===== config.mk =====
export PLATFORM = sky130hd
export DESIGN_NAME = axis_ad7763_rx_flat
export DESIGN_NICKNAME = d
export VERILOG_FILES = /design/src/rtl/ad7763_pkg.sv /design/src/rtl/axis_ad7763_rx_if.sv /design/src/rtl/ad7763_in_sync.sv /design/src/rtl/axis_ad7763_rx.sv /design/src/flat_wrapper.sv
export SDC_FILE = /design/constraint.sdc
export NUM_CORES = 1
export LEC_CHECK = 0
export CORE_MARGIN = 2
export CORE_UTILIZATION = 48
export DETAILED_ROUTE_END_ITERATION = 10
export GPL_TIMING_DRIVEN = 0
export PLACE_DENSITY_LB_ADDON = 0.12
export SYNTH_ARGS = -nofsm -noshare
export SYNTH_HDL_FRONTEND = slang
export SYNTH_SLANG_ARGS = --single-unit

===== constraint.sdc =====
create_clock -name aclk -period 1.87 [get_ports aclk]
set_input_delay 0.2805 -clock aclk [delete_from_list [all_inputs] [get_ports aclk]]
set_output_delay 0.2805 -clock aclk [all_outputs]
set_load 0.1 [all_outputs]

===== src/rtl/ad7763_pkg.sv =====
`timescale 1ns/1ps
`default_nettype none
// ============================================================================
// Module   : ad7763_pkg
// Purpose  : Frame geometry and receiver state encoding for the AD7763 path.
// Revision : 1.0  initial release
// ============================================================================
package ad7763_pkg;

    localparam int AD7763_FRAME_BITS  = 32;
    localparam int AD7763_DATA_BITS   = 24;
    localparam int AD7763_STATUS_BITS = 8;
    localparam int AD7763_EXT_BITS    = AD7763_FRAME_BITS - AD7763_DATA_BITS;

    localparam logic [1:0] ST_WAIT_HI = 2'd0;
    localparam logic [1:0] ST_ARMED   = 2'd1;
    localparam logic [1:0] ST_SHIFT   = 2'd2;

    typedef enum logic [1:0] {
        S_WAIT_HI = ST_WAIT_HI,
        S_ARMED   = ST_ARMED,
        S_SHIFT   = ST_SHIFT
    } rx_state_t;

endpackage : ad7763_pkg
`default_nettype wire


===== src/rtl/axis_ad7763_rx_if.sv =====
`timescale 1ns/1ps
`default_nettype none
// ============================================================================
// Module   : axis_ad7763_rx_if
// Purpose  : AXI4-Stream beat carrying one AD7763 frame (data + status byte).
// Revision : 1.0  initial release
// ============================================================================
interface axis_ad7763_rx_if;

    logic [ad7763_pkg::AD7763_FRAME_BITS-1:0]  tdata;
    logic [ad7763_pkg::AD7763_STATUS_BITS-1:0] tuser;
    logic                                      tvalid;
    logic                                      tready;

    modport master (output tdata, output tuser, output tvalid, input  tready);
    modport slave  (input  tdata, input  tuser, input  tvalid, output tready);

endinterface : axis_ad7763_rx_if
`default_nettype wire


===== src/rtl/ad7763_in_sync.sv =====
`timescale 1ns/1ps
`default_nettype none
// ============================================================================
// Module   : ad7763_in_sync
// Purpose  : WIDTH-bit, STAGES-deep flip-flop synchronizer for ADC port pins.
// Revision : 1.0  initial release
// ============================================================================
module ad7763_in_sync #(
    parameter int WIDTH  = 3,
    parameter int STAGES = 2
) (
    input  wire logic             aclk,
    input  wire logic             aresetn,
    input  wire logic [WIDTH-1:0] d,
    output logic      [WIDTH-1:0] q
);

    if (STAGES < 2 || STAGES > 4) begin : g_stages_check
        $error("ad7763_in_sync: STAGES must be within 2..4");
    end

    logic [STAGES-1:0][WIDTH-1:0] r_stage;

    always_ff @(posedge aclk or negedge aresetn) begin
        if (!aresetn) begin
            r_stage <= '0;
        end else begin
            r_stage <= {r_stage[STAGES-2:0], d};
        end
    end

    assign q = r_stage[STAGES-1];

endmodule : ad7763_in_sync
`default_nettype wire


===== src/rtl/axis_ad7763_rx.sv =====
`timescale 1ns/1ps
`default_nettype none
// ============================================================================
// Module   : axis_ad7763_rx
// Purpose  : Oversampling AD7763 serial-port receiver emitting one AXI4-Stream
//            beat per 32-bit frame, with dropped/malformed frame counters.
// Revision : 1.0  initial release
// ============================================================================
module axis_ad7763_rx
    import ad7763_pkg::*;
#(
    parameter int SYNC_STAGES = 2,
    parameter bit SIGN_EXTEND = 1'b1
) (
    input  wire logic        aclk,
    input  wire logic        aresetn,
    input  wire logic        adc_sco,
    input  wire logic        adc_fso,
    input  wire logic        adc_sdo,
    axis_ad7763_rx_if.master m_axis,
    output logic [15:0]      overflow_cnt,
    output logic [7:0]       frame_err_cnt,
    input  wire logic        cnt_clear
);

    localparam logic [5:0] C_LAST_BIT_IDX = 6'(AD7763_FRAME_BITS - 1);

    logic [2:0]                       w_sync;
    logic                             w_sco;
    logic                             w_fso;
    logic                             w_sdo;
    logic                             r_sco_d;
    logic                             w_rise;

    rx_state_t                        r_state;
    rx_state_t                        w_state_nxt;
    logic [AD7763_FRAME_BITS-1:0]     r_sr;
    logic [AD7763_FRAME_BITS-1:0]     w_sr_nxt;
    logic [5:0]                       r_bitcnt;
    logic [5:0]                       w_bitcnt_nxt;
    logic                             w_frame_err;
    logic                             w_frame_done;
    logic                             r_done;

    logic [AD7763_FRAME_BITS-1:0]     r_tdata;
    logic [AD7763_STATUS_BITS-1:0]    r_tuser;
    logic                             r_tvalid;
    logic                             w_load;
    logic                             w_ovf_inc;
    logic [AD7763_EXT_BITS-1:0]       w_ext;

    ad7763_in_sync #(
        .WIDTH  (3),
        .STAGES (SYNC_STAGES)
    ) u_in_sync (
        .aclk    (aclk),
        .aresetn (aresetn),
        .d       ({adc_sdo, adc_fso, adc_sco}),
        .q       (w_sync)
    );

    assign w_sco  = w_sync[0];
    assign w_fso  = w_sync[1];
    assign w_sdo  = w_sync[2];
    assign w_rise = w_sco & ~r_sco_d;

    always_ff @(posedge aclk or negedge aresetn) begin
        if (!aresetn) begin
            r_sco_d  <= 1'b0;
            r_state  <= S_WAIT_HI;
            r_sr     <= '0;
            r_bitcnt <= '0;
            r_done   <= 1'b0;
        end else begin
            r_sco_d  <= w_sco;
            r_state  <= w_state_nxt;
            r_sr     <= w_sr_nxt;
            r_bitcnt <= w_bitcnt_nxt;
            r_done   <= w_frame_done;
        end
    end

    // Everything advances only on a synchronized SCO rising edge.
    always_comb begin
        w_state_nxt  = r_state;
        w_sr_nxt     = r_sr;
        w_bitcnt_nxt = r_bitcnt;
        w_frame_err  = 1'b0;
        w_frame_done = 1'b0;
        if (w_rise) begin
            case (r_state)
                S_WAIT_HI: begin
                    if (w_fso) begin
                        w_state_nxt = S_ARMED;
                    end
                end
                S_ARMED: begin
                    if (!w_fso) begin
                        w_sr_nxt     = {{(AD7763_FRAME_BITS-1){1'b0}}, w_sdo};
                        w_bitcnt_nxt = 6'd1;
                        w_state_nxt  = S_SHIFT;
                    end
                end
                S_SHIFT: begin
                    if (w_fso) begin
                        w_frame_err  = 1'b1;
                        w_sr_nxt     = '0;
                        w_bitcnt_nxt = '0;
                        w_state_nxt  = S_ARMED;
                    end else begin
                        w_sr_nxt     = {r_sr[AD7763_FRAME_BITS-2:0], w_sdo};
                        w_bitcnt_nxt = r_bitcnt + 6'd1;
                        if (r_bitcnt == C_LAST_BIT_IDX) begin
                            w_frame_done = 1'b1;
                            w_state_nxt  = S_WAIT_HI;
                        end
                    end
                end
                default: begin
                    w_state_nxt = S_WAIT_HI;
                end
            endcase
        end
    end

    // A finished frame loads when the holding register is empty or draining now.
    assign w_load    = r_done & (~r_tvalid | m_axis.tready);
    assign w_ovf_inc = r_done & r_tvalid & ~m_axis.tready;
    assign w_ext     = SIGN_EXTEND ? {AD7763_EXT_BITS{r_sr[AD7763_FRAME_BITS-1]}}
                                   : {AD7763_EXT_BITS{1'b0}};

    always_ff @(posedge aclk or negedge aresetn) begin
        if (!aresetn) begin
            r_tdata  <= '0;
            r_tuser  <= '0;
            r_tvalid <= 1'b0;
        end else if (w_load) begin
            r_tdata  <= {w_ext, r_sr[AD7763_FRAME_BITS-1:AD7763_STATUS_BITS]};
            r_tuser  <= r_sr[AD7763_STATUS_BITS-1:0];
            r_tvalid <= 1'b1;
        end else if (m_axis.tready) begin
            r_tvalid <= 1'b0;
        end
    end

    assign m_axis.tdata  = r_tdata;
    assign m_axis.tuser  = r_tuser;
    assign m_axis.tvalid = r_tvalid;

    always_ff @(posedge aclk or negedge aresetn) begin
        if (!aresetn) begin
            overflow_cnt  <= '0;
            frame_err_cnt <= '0;
        end else if (cnt_clear) begin
            overflow_cnt  <= '0;
            frame_err_cnt <= '0;
        end else begin
            if (w_ovf_inc && (overflow_cnt != 16'hFFFF)) begin
                overflow_cnt <= overflow_cnt + 16'd1;
            end
            if (w_frame_err && (frame_err_cnt != 8'hFF)) begin
                frame_err_cnt <= frame_err_cnt + 8'd1;
            end
        end
    end

endmodule : axis_ad7763_rx
`default_nettype wire


===== src/flat_wrapper.sv =====
// flat-port wrapper written by rule: the top's interface ports become plain ports
module axis_ad7763_rx_flat import ad7763_pkg::*;
#(
    parameter int SYNC_STAGES = 2,
    parameter bit SIGN_EXTEND = 1'b1
)
  (aclk, aresetn, adc_sco, adc_fso, adc_sdo, overflow_cnt, frame_err_cnt, cnt_clear, m_axis_tdata, m_axis_tuser, m_axis_tvalid, m_axis_tready);
  axis_ad7763_rx_if m_axis_i ();
  input  wire logic aclk;
  input  wire logic aresetn;
  input  wire logic adc_sco;
  input  wire logic adc_fso;
  input  wire logic adc_sdo;
  output logic [15:0] overflow_cnt;
  output logic [7:0] frame_err_cnt;
  input  wire logic cnt_clear;
  output wire logic [$bits(m_axis_i.tdata)-1:0] m_axis_tdata;
  output wire logic [$bits(m_axis_i.tuser)-1:0] m_axis_tuser;
  output wire logic [$bits(m_axis_i.tvalid)-1:0] m_axis_tvalid;
  input wire logic [$bits(m_axis_i.tready)-1:0] m_axis_tready;
  assign m_axis_tdata = m_axis_i.tdata;
  assign m_axis_tuser = m_axis_i.tuser;
  assign m_axis_tvalid = m_axis_i.tvalid;
  assign m_axis_i.tready = m_axis_tready;
  axis_ad7763_rx #(.SYNC_STAGES(SYNC_STAGES), .SIGN_EXTEND(SIGN_EXTEND)) u_core (.aclk(aclk), .aresetn(aresetn), .adc_sco(adc_sco), .adc_fso(adc_fso), .adc_sdo(adc_sdo), .m_axis(m_axis_i), .overflow_cnt(overflow_cnt), .frame_err_cnt(frame_err_cnt), .cnt_clear(cnt_clear));
endmodule

==> reports/metrics.cfg, run 1 <==
[outcome]
status=complete, but fails checks
violations=setup timing

[worst_setup_path]
slowest_stage=or4_1
cpMostUsedCell=or4_1
end_kind=flip-flop
worstPathCellList=nand2_2 -> or4_1 -> clkbuf_8 -> or4_1 -> a21oi_2
max_stage_delay_ps=510
crit_arrival_ps=2160
start_kind=flip-flop
critPathKind=reg2reg
cp.required_ps=2150
regToRegSetupSlack_ps=-10
cp_max_fo=7

[drt]
viasPerCell=5.64
ant_nets=0
vias=3471
drc=0
drtPass1Iterations=4
wl_per_cell_um=15.4
wl_mm=9.48
first_iter_violations=158

[timing]
hold_viol_final=0
timing.setup.tns_ps=-10.4
finalSetupViolCount=2
period_share_pct=101
setup_ws_ps=-9.67
fmax_ghz=0.532
slew_headroom_pct=36.2
finalCriticalPeriod_ps=1880
maxSlewViolCount=0
tightest_slew_ps=961
rsz0062_at_grt=yes
finalClockSkew_ps=6.71

[yosys]
synth.area.top_cells=dfrtp_1, mux2_2, nand2_1, o21ai_0, a22o_1
synthCells=401
syn_area_per_cell_um2=11.3
syn_area_um2=4520
syn_nets=411
yosysMostFrequentCell=dfrtp_1
ys.flop_type=dfrtp_1
ys_ff_latch=105
synth_top_area_share_pct=58.2
ys_top_cells_by_count=dfrtp_1, nand2_1, mux2_2, o21ai_0, a21oi_1
synth_warnings=0
ys_types=51
synth-edff-count=0
async_reset_ff_share_pct=100
ys_seq_area_share_pct=58.2
synth_top_cell_by_area=dfrtp_1

[cts]
root_buffer=clkbuf_8
insertion_delay_ps=360
cts_tree=done
cts_sinks=105
cts_buffers=9
clockBufferDepth=2
clk_pin_slew_ps=100
h-tree-depth=3

[cells_and_area]
drive_gt1_share_pct=38.5
nFillCells=783
antenna_cells=0
fin_nets=509
syn_to_final_growth_pct=28.4
final_util_pct=63.1

[grt]
grt_overflow_total=0
antenna_found_initial=0
grt_use_total_pct=19.8
grt_pass1_wl_mm=16.1
grt_pass1_vias=3311
grt_max_degree=70

[flow_run]
cap_violations=0

[floorplan]
initial_core_util_pct=49.1
ios=72
chipHeight_um=101
coreArea_um2=9200
die_w_um=101
num_rows=35
fp.dieArea_um2=10200

[power_and_ir_drop]
leakagePower_nw=2.59
peakVddDrop_mv=0.428
power_density_nw_per_um2=699

[placed_design]
dp_hpwl_mm=6.35
portBuffers=71
gp_congestion=0.849

[min_path]
hold_path_class=in2reg

==> worst max-delay path, delay by kind of cell (launching register included) <==
kind	cells	cell delay, ps
AND/OR/NAND/NOR	3	1070
flip-flops	1	440
AO/OA/AOI/OAI	1	130
buffers and inverters	1	170
==> per-stage QoR <==
step	power (mW)	std cells	area (um^2)	hold slack (ps)	setup WS (ps)
final	4.05	615	5800	351	-9.67
after detailed placement	2.66	584	5510	281	-547
after global placement	2.65	583	5480	334	-4160
after global routing	4.24	615	5800	333	-65.1
after floorplan	2.55	401	4630	-15.1	-236
after CTS	4.11	611	5800	336	-35.6
==> flip-flops by register name (all words and copies together), names as in the netlist <==
register                  cells
u_core.r_state                2
u_core.m_axis.tvalid          1
u_core.frame_err_cnt          8
u_core.overflow_cnt          16
u_core.r_sr                  32
u_core.m_axis.tuser           8
u_core.m_axis.tdata          24
u_core.r_sco_d                1
u_core.r_done                 1
u_core.u_in_sync.q            3
u_core.u_in_sync.r_stage      3
u_core.r_bitcnt               6
==> logic make-up (layout without fill, tap and decap cells) <==
logic type / after synthesis / count (layout) / synth area share [%]
multiplexers: 35 / 35 / 8.64
adder cells (fa/ha/maj): 3 / 3 / 0.831
AO/OA/AOI/OAI: 94 / 94 / 13.4
buffers and inverters: 35 / 138 / 3.71
flip-flops: 105 / 105 / 58.2
AND/OR/NAND/NOR: 129 / 129 / 15.3
==> placed cells by master (no fill, tap or decap), types with 4 or more instances in the layout <==
master / instances
nor3_1: 5
a22o_1: 16
nand2b_1: 4
o31ai_1: 9
mux2_2: 32
nor2_1: 12
nand2_1: 47
clkbuf_8: 11
nand4_1: 8
or4_1: 5
buf_4: 27
inv_1: 6
dfrtp_4: 14
clkdlybuf4s50_1: 4
buf_2: 7
dfrtp_2: 9
nand3_1: 7
clkdlybuf4s15_2: 31
nor4_1: 5
or3_1: 5
a211oi_1: 5
o21ai_0: 32
dfrtp_1: 82
clkdlybuf4s15_1: 6
a21oi_1: 17
clkbuf_2: 30
==> timing repair <==
action,CTS,global route
cloned,0,0
hold buffers,1,0
setup endpoints to repair,105,95
hold endpoints to repair,36,0
buffers inserted,10,6
gates resized for setup,185,51
pin swaps,2,3
==> final timing paths <==
check | startpoint | endpoint | cells after the start
max | u_core.overflow_cnt[1]$_DFFE_PN0P_ | u_core.overflow_cnt[13]$_DFFE_PN0P_ | 5
min | adc_sco | u_core.u_in_sync.r_stage[0]$_DFF_PN0_ | 1
max reg2reg | u_core.overflow_cnt[1]$_DFFE_PN0P_ | u_core.overflow_cnt[13]$_DFFE_PN0P_ | 5
min reg2reg | u_core.u_in_sync.r_stage[0]$_DFF_PN0_ | u_core.u_in_sync.q[0]$_DFF_PN0_ | 0
max in group asynchronous | aresetn | u_core.frame_err_cnt[1]$_DFFE_PN0P_ | 3
min in group asynchronous | aresetn | u_core.frame_err_cnt[5]$_DFFE_PN0P_ | 2
==> per-layer routing <==
metal	track usage [%]	up-vias	wire (um)	share of wire (%)
li1	-	1645	-	-
met1	28.0	1748	4450	47
met2	31.2	69	4530	48
met3	3.88	9	401	4.2
met4	5.82	0	104	1.1
met5	0	-	0	0
==> final cells by class <==
type | count | area [um^2] | share of cell area, %
multi-input cells | 261 | 1810 | 31.1
well taps | 111 | 139 | 2.39
clock buffers | 9 | 124 | 2.14
plain buffers | 26 | 171 | 2.96
clock inverters | 7 | 77.6 | 1.34
flip-flops and latches | 105 | 2690 | 46.4
repair buffers | 89 | 766 | 13.2
inverters | 7 | 26.3 | 0.453
==> report_power, final <==
group          internal (mW)  total (mW)  switching [mW]
logic                 0.0979       0.263           0.165
clock network          0.634        1.43           0.792
registers               2.32        2.36          0.0473
No activity file was read; power rests on OpenSTA's default activity.
==> inputs of run 2 (changes only) <==
Settings changed: SKIP_CTS_REPAIR_TIMING from default to 1.
==> reports/metrics.cfg, run 2 (synthesis gave the netlist of run 1 again) <==
[timing]
maxSlewViolCount=0  ; unchanged
slew_headroom_pct=31.6  ; -4.6 points
timing.setup.tns_ps=-115  ; -104 ps
fmax_ghz=0.518  ; -2.7%
finalSetupViolCount=2  ; unchanged
tightest_slew_ps=1020  ; +63.7 ps
rsz0062_at_grt=yes
hold_viol_final=0  ; unchanged
holdWs_ps=310  ; -41.1 ps
finalClockSkew_ps=7.98  ; +1.27 ps
period_share_pct=103  ; +2.8 points
setup_ws_ps=-61.5  ; -51.8 ps
finalCriticalPeriod_ps=1930  ; +51.8 ps

[grt]
grt_pass1_wl_mm=15.6  ; -3.1%
grt_max_degree=70  ; unchanged
grt_pass1_vias=3233  ; -2.4%
grt_overflow_total=0  ; unchanged
antenna_found_initial=0  ; unchanged
grt_use_total_pct=19.2  ; -0.58 points

[placed_design]
gp_congestion=0.849  ; unchanged
placed_cell_area_um2=5510  ; unchanged
pre_cts_ws_ps=-547  ; unchanged
dp.cells=584  ; unchanged
dp_hpwl_mm=6.35  ; unchanged
portBuffers=71  ; unchanged

[cts]
cts_sinks=105  ; unchanged
cts_tree=done
root_buffer=clkbuf_8
clk_pin_slew_ps=100  ; about the same
cts_buffers=9  ; unchanged
clockBufferDepth=2  ; unchanged
insertion_delay_ps=360  ; about the same
h-tree-depth=3  ; unchanged

[floorplan]
chipHeight_um=101  ; unchanged
coreArea_um2=9200  ; unchanged
fp.dieArea_um2=10200  ; unchanged
initial_core_util_pct=49.1  ; unchanged
die_w_um=101  ; unchanged
ios=72  ; unchanged
num_rows=35  ; unchanged

[worst_setup_path]
cp_max_fo=8  ; +1
end_kind=flip-flop
critPathKind=reg2reg
regToRegSetupSlack_ps=-60  ; -50 ps
crit_arrival_ps=2220  ; +60 ps
start_kind=flip-flop
cp.required_ps=2150  ; about the same

[cells_and_area]
top_register=u_core.r_sr
syn_to_final_growth_pct=27.9
fin_nets=499  ; -2.0%
stdcell_area_um2=5780  ; -0.41%
nFillCells=792  ; +1.1%
final_util_pct=62.8  ; -0.26 points
final_cells=605  ; -1.6%
largest_register_ffs=32  ; unchanged
drive_gt1_share_pct=29.8  ; -8.7 points
final_common_cell=dfrtp_1
antenna_cells=0  ; unchanged
final_cell_mix=dfrtp_1, nand2_1, dlymetal6s2s_1, o21ai_0, mux2_2

[drt]
first_iter_violations=154  ; -2.5%
drc=0  ; unchanged
drtPass1Iterations=4  ; unchanged
wl_per_cell_um=15.7  ; +1.8%
wl_mm=9.49  ; +0.14%
ant_nets=0  ; unchanged
vias=3439  ; -0.92%
viasPerCell=5.68  ; +0.72%

[outcome]
violations=setup timing
status=complete, but fails checks

[flow_run]
cap_violations=0  ; unchanged

[power_and_ir_drop]
power_density_nw_per_um2=702  ; +0.50%
peakVddDrop_mv=0.429  ; +0.21%
leakagePower_nw=3.21  ; +24%
power_mw=4.06  ; about the same

[min_path]
hold_path_class=in2reg

-- run 2: final cells by class --
cell class / instances / area (um^2) / share of cell area (%)
inverters: 7 / 26.3 / 0.455
well taps: 111 / 139 / 2.40
multi-input cells: 261 / 1810 / 31.3
plain buffers: 26 / 161 / 2.79
flip-flops and latches: 105 / 2690 / 46.6
repair buffers: 79 / 751 / 13.0
clock buffers: 9 / 124 / 2.14
clock inverters: 7 / 77.6 / 1.34
-- run 2: worst paths after layout --
path / from / endpoint / cells past startpoint
min in group asynchronous: aresetn / u_core.frame_err_cnt[5]$_DFFE_PN0P_ / 2
worst min-delay path: m_axis_tready / u_core.m_axis.tvalid$_DFFE_PN0P_ / 3
worst min register to register: u_core.u_in_sync.r_stage[0]$_DFF_PN0_ / u_core.u_in_sync.q[0]$_DFF_PN0_ / 0
worst max-delay path: u_core.overflow_cnt[6]$_DFFE_PN0P_ / u_core.overflow_cnt[13]$_DFFE_PN0P_ / 5
max in group asynchronous: aresetn / u_core.frame_err_cnt[1]$_DFFE_PN0P_ / 3
worst max register to register: u_core.overflow_cnt[6]$_DFFE_PN0P_ / u_core.overflow_cnt[13]$_DFFE_PN0P_ / 5
-- run 2: metal layers --
layer | part of all wire, % | routed length, um | vias up | GRT usage, %
li1 | - | - | 1631 | -
met1 | 47 | 4430 | 1728 | 27.3
met3 | 4.5 | 430 | 11 | 4.02
met4 | 1.4 | 132 | 0 | 6.13
met5 | 0 | 0 | - | 0
met2 | 47 | 4500 | 69 | 29.7
-- run 2: critical path: stages, from the launching register on --
cell,delay (ps)
dfrtp_4,440
inv_1,100
or4_4,550
buf_8,150
or4_1,490
a21oi_2,130
-- run 2: power by group --
group          internal [mW]  total (mW)  switching, mW
registers               2.32        2.36         0.0463
clock network          0.634        1.43          0.801
logic                 0.0938       0.258          0.164
total                   3.04        4.06           1.01
